### src/rtl/wdt_pkg.sv
// Shared state and cause encodings for the windowed watchdog.
package wdt_pkg;

  typedef enum logic [1:0] {
    IDLE    = 2'd0,
    CLOSED  = 2'd1,
    OPEN    = 2'd2,
    EXPIRED = 2'd3
  } wdt_state_t;

  localparam logic [1:0] CAUSE_NONE    = 2'b00;
  localparam logic [1:0] CAUSE_TIMEOUT = 2'b01;
  localparam logic [1:0] CAUSE_EARLY   = 2'b10;

endpackage

### src/rtl/wdt_pulse_gen.sv
// Stretches a one-cycle trigger into a registered RST_PULSE-cycle pulse.
module wdt_pulse_gen #(
  parameter int RST_PULSE = 4
) (
  input  logic clock,
  input  logic reset,
  input  logic i_trigger,
  output logic o_pulse,
  output logic o_last
);

  localparam int PW = $clog2(RST_PULSE + 1);

  logic [PW-1:0] r_cnt;
  logic          r_pulse;

  always_ff @(posedge clock) begin
    if (reset) begin
      r_cnt   <= '0;
      r_pulse <= 1'b0;
    end else if (i_trigger) begin
      r_cnt   <= PW'(RST_PULSE);
      r_pulse <= 1'b1;
    end else if (r_cnt != '0) begin
      r_cnt   <= r_cnt - PW'(1);
      r_pulse <= (r_cnt > PW'(1));
    end
  end

  assign o_pulse = r_pulse;
  // High during the final cycle of the pulse so the FSM can leave EXPIRED on time.
  assign o_last  = (r_cnt == PW'(1));

endmodule

### src/rtl/windowed_wdt.sv
// Windowed watchdog: closed/open kick window, early warning, stretched reset pulse.
module windowed_wdt
  import wdt_pkg::*;
#(
  parameter int CNT_W     = 16,
  parameter int TIMEOUT   = 30,
  parameter int WINDOW    = 10,
  parameter int WARN_AT   = 4,
  parameter int RST_PULSE = 4
) (
  input  logic             clock,
  input  logic             reset,
  input  logic             enable,
  input  logic             kick,
  output logic             wdt_reset,
  output logic             wdt_warn,
  output logic             win_open,
  output logic [1:0]       cause,
  output logic [7:0]       expiry_cnt,
  output logic [CNT_W-1:0] count
);

  if (!(WARN_AT > 0 && WARN_AT <= WINDOW && WINDOW < TIMEOUT &&
        (TIMEOUT >> CNT_W) == 0 && RST_PULSE >= 1)) begin : g_bad_params
    $error("windowed_wdt: illegal parameter combination");
  end

  localparam logic [CNT_W-1:0] C_TIMEOUT = CNT_W'(TIMEOUT);
  localparam logic [CNT_W-1:0] C_WIN_P1  = CNT_W'(WINDOW + 1);
  localparam logic [CNT_W-1:0] C_WARN    = CNT_W'(WARN_AT);
  localparam logic [CNT_W-1:0] C_ONE     = CNT_W'(1);

  wdt_state_t       r_state;
  wdt_state_t       w_state_nxt;
  logic [CNT_W-1:0] r_count;
  logic [CNT_W-1:0] w_count_nxt;
  logic [1:0]       r_cause;
  logic [1:0]       w_cause_code;
  logic             w_expire;
  logic [7:0]       r_expiry_cnt;
  logic             r_win_open;
  logic             r_warn;
  logic             w_pulse;
  logic             w_pulse_last;

  always_comb begin
    w_state_nxt  = r_state;
    w_count_nxt  = r_count;
    w_expire     = 1'b0;
    w_cause_code = CAUSE_NONE;
    unique case (r_state)
      IDLE: begin
        w_count_nxt = C_TIMEOUT;
        if (enable) w_state_nxt = CLOSED;
      end
      CLOSED: begin
        if (!enable) begin
          w_state_nxt = IDLE;
          w_count_nxt = C_TIMEOUT;
        end else if (kick) begin
          w_state_nxt  = EXPIRED;
          w_expire     = 1'b1;
          w_cause_code = CAUSE_EARLY;
        end else begin
          if (r_count != '0) w_count_nxt = r_count - C_ONE;
          if (r_count == C_WIN_P1) w_state_nxt = OPEN;
        end
      end
      OPEN: begin
        // Disable outranks a simultaneous legal kick.
        if (!enable) begin
          w_state_nxt = IDLE;
          w_count_nxt = C_TIMEOUT;
        end else if (kick) begin
          w_state_nxt = CLOSED;
          w_count_nxt = C_TIMEOUT;
        end else if (r_count == '0) begin
          w_state_nxt  = EXPIRED;
          w_expire     = 1'b1;
          w_cause_code = CAUSE_TIMEOUT;
        end else begin
          w_count_nxt = r_count - C_ONE;
        end
      end
      EXPIRED: begin
        if (w_pulse_last) begin
          w_count_nxt = C_TIMEOUT;
          w_state_nxt = enable ? CLOSED : IDLE;
        end
      end
      default: w_state_nxt = IDLE;
    endcase
  end

  always_ff @(posedge clock) begin
    if (reset) begin
      r_state      <= IDLE;
      r_count      <= C_TIMEOUT;
      r_cause      <= CAUSE_NONE;
      r_expiry_cnt <= '0;
      r_win_open   <= 1'b0;
      r_warn       <= 1'b0;
    end else begin
      r_state    <= w_state_nxt;
      r_count    <= w_count_nxt;
      r_win_open <= (w_state_nxt == OPEN);
      r_warn     <= (w_state_nxt == OPEN) && (w_count_nxt <= C_WARN);
      if (w_expire) begin
        r_cause <= w_cause_code;
        if (r_expiry_cnt != 8'hFF) r_expiry_cnt <= r_expiry_cnt + 8'd1;
      end
    end
  end

  wdt_pulse_gen #(
    .RST_PULSE (RST_PULSE)
  ) u_pulse (
    .clock     (clock),
    .reset     (reset),
    .i_trigger (w_expire),
    .o_pulse   (w_pulse),
    .o_last    (w_pulse_last)
  );

  assign wdt_reset  = w_pulse;
  assign wdt_warn   = r_warn;
  assign win_open   = r_win_open;
  assign cause      = r_cause;
  assign expiry_cnt = r_expiry_cnt;
  assign count      = r_count;

endmodule

### config.mk
export PLATFORM = sky130hd
export DESIGN_NAME = windowed_wdt
export DESIGN_NICKNAME = d
export VERILOG_FILES = /design/src/rtl/wdt_pkg.sv /design/src/rtl/wdt_pulse_gen.sv /design/src/rtl/windowed_wdt.sv
export SDC_FILE = /design/constraint.sdc
export NUM_CORES = 1
export LEC_CHECK = 0
export CAP_MARGIN = 0
export CELL_PAD_IN_SITES_DETAIL_PLACEMENT = 1
export CELL_PAD_IN_SITES_GLOBAL_PLACEMENT = 1
export CORE_ASPECT_RATIO = 0.75
export CORE_MARGIN = 2
export CORE_UTILIZATION = 44
export CTS_CLUSTER_SIZE = 12
export DETAILED_ROUTE_END_ITERATION = 12
export PLACE_DENSITY_LB_ADDON = 0.1
export SLEW_MARGIN = 20
export SYNTH_ARGS = -nofsm -noshare
export SYNTH_HDL_FRONTEND = slang
export SYNTH_SLANG_ARGS = --single-unit
### constraint.sdc
create_clock -name clock -period 5.2 [get_ports clock]
set_input_delay 1.56 -clock clock [delete_from_list [all_inputs] [get_ports clock]]
set_output_delay 1.56 -clock clock [all_outputs]
set_load 0.005 [all_outputs]
==> summary.txt, run 1 <==
Run status
  • Outcome: finished, final reports clean

Power
  • Max IR drop VDD: 186.4 µV
  • Sequential share of power: 0.421
  • Sw frac: 0.3084
  • Pleak: 0.9492 nW
  • Internal power: 0.4892 mW
  • P_sw: 0.2181 mW
  • Comb power frac: 0.222
  • Power Dens Cells: 263.3 nW/µm²
  • Clock Power Share: 0.357

Drt
  • Starting DRT DRC Count: 133
  • Initial DRT Pass Iterations: 4
  • WL final: 6.603 mm
  • DRC violation count after routing: 0
  • Via count: 2155
  • Routed Antenna Nets: 0
  • Drt wl/cell: 18.44 µm
  • Via/cell ratio: 6.020

Clock tree
  • CTS clk-pin slew, worst paths: 0.08 ns
  • Post-CTS Hold Buffers: 0
  • CTS tree: yes
  • PostCTS Resize Cnt: 0
  • Longest Clk Path Bufs: 2
  • H-tree lvl count: 2
  • Clk_lat worst skew: 0.29 ns
  • CTS Buf Count: 5
  • Setup Buffers After CTS: 0
  • Num Clock Sinks: 34
  • Clock tree root buffer cell: clkbuf_8

Global route
  • Global route total overflow: 0
  • Largest net degree at the start of global routing: 27
  • Total GRT Usage: 0.2483
  • Vias in the first global route: 2214
  • First-pass GRT wire length: 11.03 mm
  • Initial antenna violation count: 0

Yosys
  • Mean Syn Cell Area: 8.416 µm²
  • Number of synthesized flops with an enable pin: 0
  • Fraction of registers with async set/reset: 0
  • Top-count cell post-synth: dfxtp_1
  • Synth area leader: dfxtp_1
  • Register area share after synthesis: 0.3029
  • Cells after Synth: 267
  • Synthesized area: 2247 µm²
  • Share of the synthesized area in the top cell type: 0.3029
  • Synth cell count leaders: dfxtp_1 (34), nor2_1 (32), a21oi_1 (20)
  • Unique masters post-synth: 64
  • Post-synthesis net count: 282
  • Synth area leaders: dfxtp_1 (30%), ha_1 (6.1%), nor2_1 (5.3%)
  • Top_reg_cell synth: dfxtp_1
  • Synth warn: 0
  • Seq cells post-synth: 34

Flow run
  • Max-Cap Viols: 0

Finish
  • Fin nets: 312
  • Area grow syn2layout: 19.54%
  • Final Util: 0.5483
  • Fill count: 593
  • Antenna cells: 0
  • Layout cells sized above 1: 0.1107
  • Non-Filler Instances: 358

Die
  • Num rows: 22
  • Die width: 86.52 µm
  • Die H: 65.89 µm
  • # IOs: 33
  • Die area: 5701 µm²
  • Core Box Area: 4900 µm²
  • Initial Utilization: 0.4586

Worst setup path
  • Crit path DAT: 4.05 ns
  • Reg2reg start: count[1]
  • Critical path's largest stage delay: 0.62 ns
  • Critical path endpoint: wdt_warn
  • CP Launch Type: primary input
  • Critical path, cell by cell: clkdlybuf4s50_1 -> nor2b_1 -> nand2_1 -> or3_1 -> or3_1 -> nand3_1 -> or4b_4 -> a2111oi_4
  • Worst R2R Setup Slack: 2.15 ns
  • Most frequent CP cell: or3_1
  • CP max stage cell: clkdlybuf4s50_1
  • Critical R2R Capture: wdt_warn
  • Critical Path RT: 5.37 ns
  • Kind of critical path: primary input to flop
  • R2R cell count: 8
  • CP startpoint: enable
  • Critical path endpoint category: flop
  • Crit-path max FO: 13

Timing
  • Max-slew violations: 0
  • Achievable Freq: 257.7 MHz
  • Measured slew at the worst slew-check pin: 0.7056 ns
  • Post-route setup TNS: 0 ns
  • Period utilization: 0.7463
  • Min cycle time layout: 3.881 ns
  • # setup viols final: 0
  • Slew HR: 0.5253
  • Unrepaired setup endpoints after global routing: no
  • Hold Fails Final Rpt: 0
  • Final setup skew: 0.003218 ns
  • Hold_ws: 0.4655 ns

Placed design
  • Routability congestion estimate: 0.8850
  • Hpwl dp: 4.816 mm
  • IO Port Bufs: 32
  • Dpl cells: 350

Worst hold path
  • Min-delay src: cause[1]
  • Hold WC Path Type: flop to flop
## state kept, by name, indices dropped and copies added, names as in the netlist
register	flops
cause	2
count	16
expiry_cnt	8
r_state	2
u_pulse.o_pulse	1
u_pulse.r_cnt	3
wdt_warn	1
win_open	1
## cells by family after synthesis
family          count (synthesis)  share of synthesized area
xor+xnor                        8                    0.03118
mux                             2                   0.008909
fa+ha+maj                      11                    0.06125
flops                          34                     0.3029
simple gates                  120                     0.3168
compound gates                 74                     0.2311
buf+inv                        18                    0.04788
## per-stage QoR
stage	instance area, µm²	power (mW)	worst slack (ns)
2_1_floorplan	2247	0.4128	1.929
3_3_place_gp	2572	0.4559	1.133
3_5_place_dp	2572	0.4594	1.056
4_1_cts	2686	0.7130	1.362
5_1_grt	2686	0.7439	1.119
6_report	2686	0.7074	1.319
## power by group through the flow
| stage | sequential, mW | clock (mW) | combinational, mW |
|---|---|---|---|
| after detailed placement | 0.304 | 0 | 0.156 |
| after global routing | 0.301 | 0.268 | 0.175 |
| after CTS | 0.298 | 0.259 | 0.157 |
| final | 0.298 | 0.253 | 0.157 |
| after floorplan | 0.300 | 0 | 0.113 |
| after global placement | 0.304 | 0 | 0.152 |
## critical path: cells and delay by family
kind	cells	cell delay, ns
compound gates	1	0.05
simple gates	6	1.81
buf+inv	1	0.62
## how the worst min path moves through the flow
stage	end	depth (start not counted)
after floorplan	cause[0]	2
after global placement	cause[0]	2
after detailed placement	cause[1]	2
after CTS	cause[1]	2
after global routing	cause[0]	2
final	cause[1]	2
## per-layer routing
metal / wire, µm / part of all wire / up-vias / GRT usage
met2: 2999 / 0.45 / 55 / 0.4106
li1: - / - / 1052 / -
met4: 88 / 0.013 / 0 / 0.07227
met3: 252 / 0.038 / 11 / 0.04494
met1: 3263 / 0.49 / 1037 / 0.3316
met5: 0 / 0 / - / 0
## placed cells by master (no fill, tap or decap), types with 3 or more instances in the layout
| cell type | netlist | final |
|---|---|---|
| a21oi_1 | 20 | 20 |
| a21oi_2 | 3 | 3 |
| a31oi_1 | 7 | 7 |
| and3_1 | 4 | 4 |
| and4_1 | 3 | 3 |
| clkbuf_8 | 3 | 5 |
| clkdlybuf4s50_1 | 0 | 32 |
| dfxtp_1 | 34 | 34 |
| ha_1 | 11 | 11 |
| inv_1 | 8 | 8 |
| nand2_1 | 18 | 18 |
| nand2b_1 | 6 | 6 |
| nand3_1 | 7 | 7 |
| nand4_1 | 5 | 5 |
| nor2_1 | 32 | 32 |
| nor2b_1 | 6 | 6 |
| nor3_1 | 5 | 5 |
| nor3b_1 | 5 | 5 |
| nor4_1 | 5 | 5 |
| o211ai_1 | 5 | 5 |
| o21a_1 | 4 | 4 |
| o21ai_0 | 12 | 12 |
| or2_2 | 4 | 4 |
| xnor2_1 | 3 | 3 |
| xor2_1 | 5 | 5 |
## layout make-up
cell class	instances	area [µm²]	area share
Multi-Input combinational cell	215	1459	0.5431
Sequential cell	34	680.7	0.2534
Timing Repair Buffer	33	327.8	0.1220
Tap cell	60	75.07	0.02795
Clock buffer	5	68.82	0.02562
Clock inverter	3	45.04	0.01677
Inverter	8	30.03	0.01118
Power figures use the tool's default switching activity.
==> run 2, diff against run 1 <==
Settings changed: CORE_UTILIZATION 44 to 37.
Clock period 5.2 ns to 3.4 ns, I/O delays scaled along.
==> run 2 against run 1 <==
Non-clock buffer count up 13. Clock power up 55%. Sequential power up 53%. Critical endpoint unchanged. Combinational power up 60%. Highest routed layer unchanged. Final area up 4.5%. Core utilization down 6.7 points. Flip-flop and latch count unchanged. Largest power group unchanged.
==> summary.txt, run 2 (synthesis results as in run 1) <==
Run status
  • Outcome: finished, final reports clean

Placed design
  • Hpwl dp: 5.117 mm
  • Routability congestion estimate: 0.8741
  • Pre-CTS WS: -0.02905 ns
  • Dpl cells: 381
  • IO Port Bufs: 32

Power
  • Max IR drop VDD: 264.1 µV
  • Clock Power Share: 0.356
  • Power Dens Cells: 391.1 nW/µm²
  • Sw frac: 0.3110
  • Sequential share of power: 0.415
  • Comb power frac: 0.228
  • Total power: 1.098 mW
  • Pleak: 1.014 nW
  • Internal power: 0.7562 mW
  • P_sw: 0.3414 mW

Clock tree
  • Clock tree root buffer cell: clkbuf_8
  • Longest Clk Path Bufs: 2
  • PostCTS Resize Cnt: 0
  • Clk_lat worst skew: 0.30 ns
  • H-tree lvl count: 2
  • CTS clk-pin slew, worst paths: 0.08 ns
  • Num Clock Sinks: 34
  • CTS Buf Count: 5
  • Post-CTS Hold Buffers: 0
  • Setup Buffers After CTS: 0
  • CTS tree: yes

Timing
  • # setup viols final: 0
  • Unrepaired setup endpoints after global routing: no
  • Final setup skew: 0.006083 ns
  • Min cycle time layout: 3.100 ns
  • Achievable Freq: 322.6 MHz
  • Slew HR: 0.5482
  • Hold_ws: 0.4654 ns
  • Max-slew violations: 0
  • Hold Fails Final Rpt: 0
  • Final WS setup: 0.3000 ns
  • Measured slew at the worst slew-check pin: 0.6777 ns
  • Period utilization: 0.9118

Finish
  • Area grow syn2layout: 24.89%
  • Max reg flops: 16
  • Sequential Area: 680.7 µm²
  • Non-Filler Instances: 389
  • Area of the multi-input gates: 1459 µm²
  • Fill count: 708
  • Fin nets: 325
  • Most frequent cells in the layout: dfxtp_1 (34), nor2_1 (32), clkdlybuf4s50_1 (32)
  • Final Util: 0.4817
  • Layout cells sized above 1: 0.1479
  • Most common cell after layout, fill and taps aside: dfxtp_1
  • Antenna cells: 0

Drt
  • DRC violation count after routing: 0
  • WL final: 6.903 mm
  • Via count: 2220
  • Initial DRT Pass Iterations: 4
  • Routed Antenna Nets: 0
  • Drt wl/cell: 17.75 µm
  • Starting DRT DRC Count: 96
  • Via/cell ratio: 5.707

Die
  • Die area: 6719 µm²
  • Die width: 93.99 µm
  • # IOs: 33
  • Num rows: 24
  • Die H: 71.49 µm
  • Core Box Area: 5826 µm²
  • Initial Utilization: 0.3857

Worst setup path
  • Critical path's largest stage delay: 0.53 ns
  • Critical path endpoint category: flop
  • Crit-path max FO: 3
  • Crit path DAT: 3.31 ns
  • CP max stage cell: or4_1
  • Kind of critical path: primary input to flop
  • Critical Path RT: 3.61 ns
  • CP Launch Type: primary input
  • Critical path, cell by cell: clkdlybuf4s50_1 -> nand2b_2 -> or4_1 -> o22a_1 -> a31oi_1 -> a21boi_0 -> nand4b_2 -> a2111oi_4

Global route
  • Vias in the first global route: 2293
  • Total GRT Usage: 0.2271
  • Initial antenna violation count: 0
  • Busiest grt layer: met2
  • Met1 Resource Use GR: 0.3298
  • Largest net degree at the start of global routing: 27
  • First-pass GRT wire length: 11.85 mm
  • Grt met3 use: 0.04311
  • Global route total overflow: 0
  • GR Util met2: 0.3556

Flow run
  • Max-Cap Viols: 0

Worst hold path
  • Hold WC Path Type: flop to flop
[run 2: cell types whose count changed in the layout (fill, tap and decap cells not counted), sizes merged]
cell	previous run	this run
buf	1	14
[run 2: worst paths after layout]
check / slack (ns) / from / cells past startpoint / to
hold / removal: 0.47 / cause[1] / 2 / cause[1]
setup / recovery: 0.30 / kick / 8 / wdt_warn
hold reg to reg: 0.47 / cause[1] / 2 / cause[1]
setup reg to reg: 0.37 / count[1] / 9 / wdt_warn
[run 2: layout make-up]
type,count,share of cell area
sequential,34,0.2425
inverter,8,0.01070
tap,78,0.03477
timing repair buffer,46,0.1516
multi-input combinational,215,0.5198
clock buffer,5,0.02452
clock inverter,3,0.01605
[run 2: per-layer routing]
metal | up-vias | share of wire
met5 | - | 0
met4 | 0 | 0.0061
met3 | 6 | 0.048
met2 | 46 | 0.45
met1 | 1095 | 0.49
li1 | 1073 | -
[run 2: metrics by stage]
| step | cell area (µm²) | TNS [ns] |
|---|---|---|
| floorplan | 2247 | 0 |
| global placement | 2693 | 0 |
| detailed placement | 2693 | -0.02905 |
| CTS | 2806 | 0 |
| global route | 2806 | 0 |
| finish | 2806 | 0 |
[run 2: critical path, delay by kind of cell]
family          cells  cell delay [ns]
compound gates      4             0.85
buf+inv             1             0.45
simple gates        3             0.98
[run 2: power groups by stage]
stage	Sequential (mW)	Combinational, mW	Clock, mW
2_1_floorplan	0.458	0.173	0
3_3_place_gp	0.464	0.246	0
3_5_place_dp	0.466	0.251	0
4_1_cts	0.456	0.253	0.402
5_1_grt	0.462	0.286	0.423
6_report	0.456	0.251	0.391
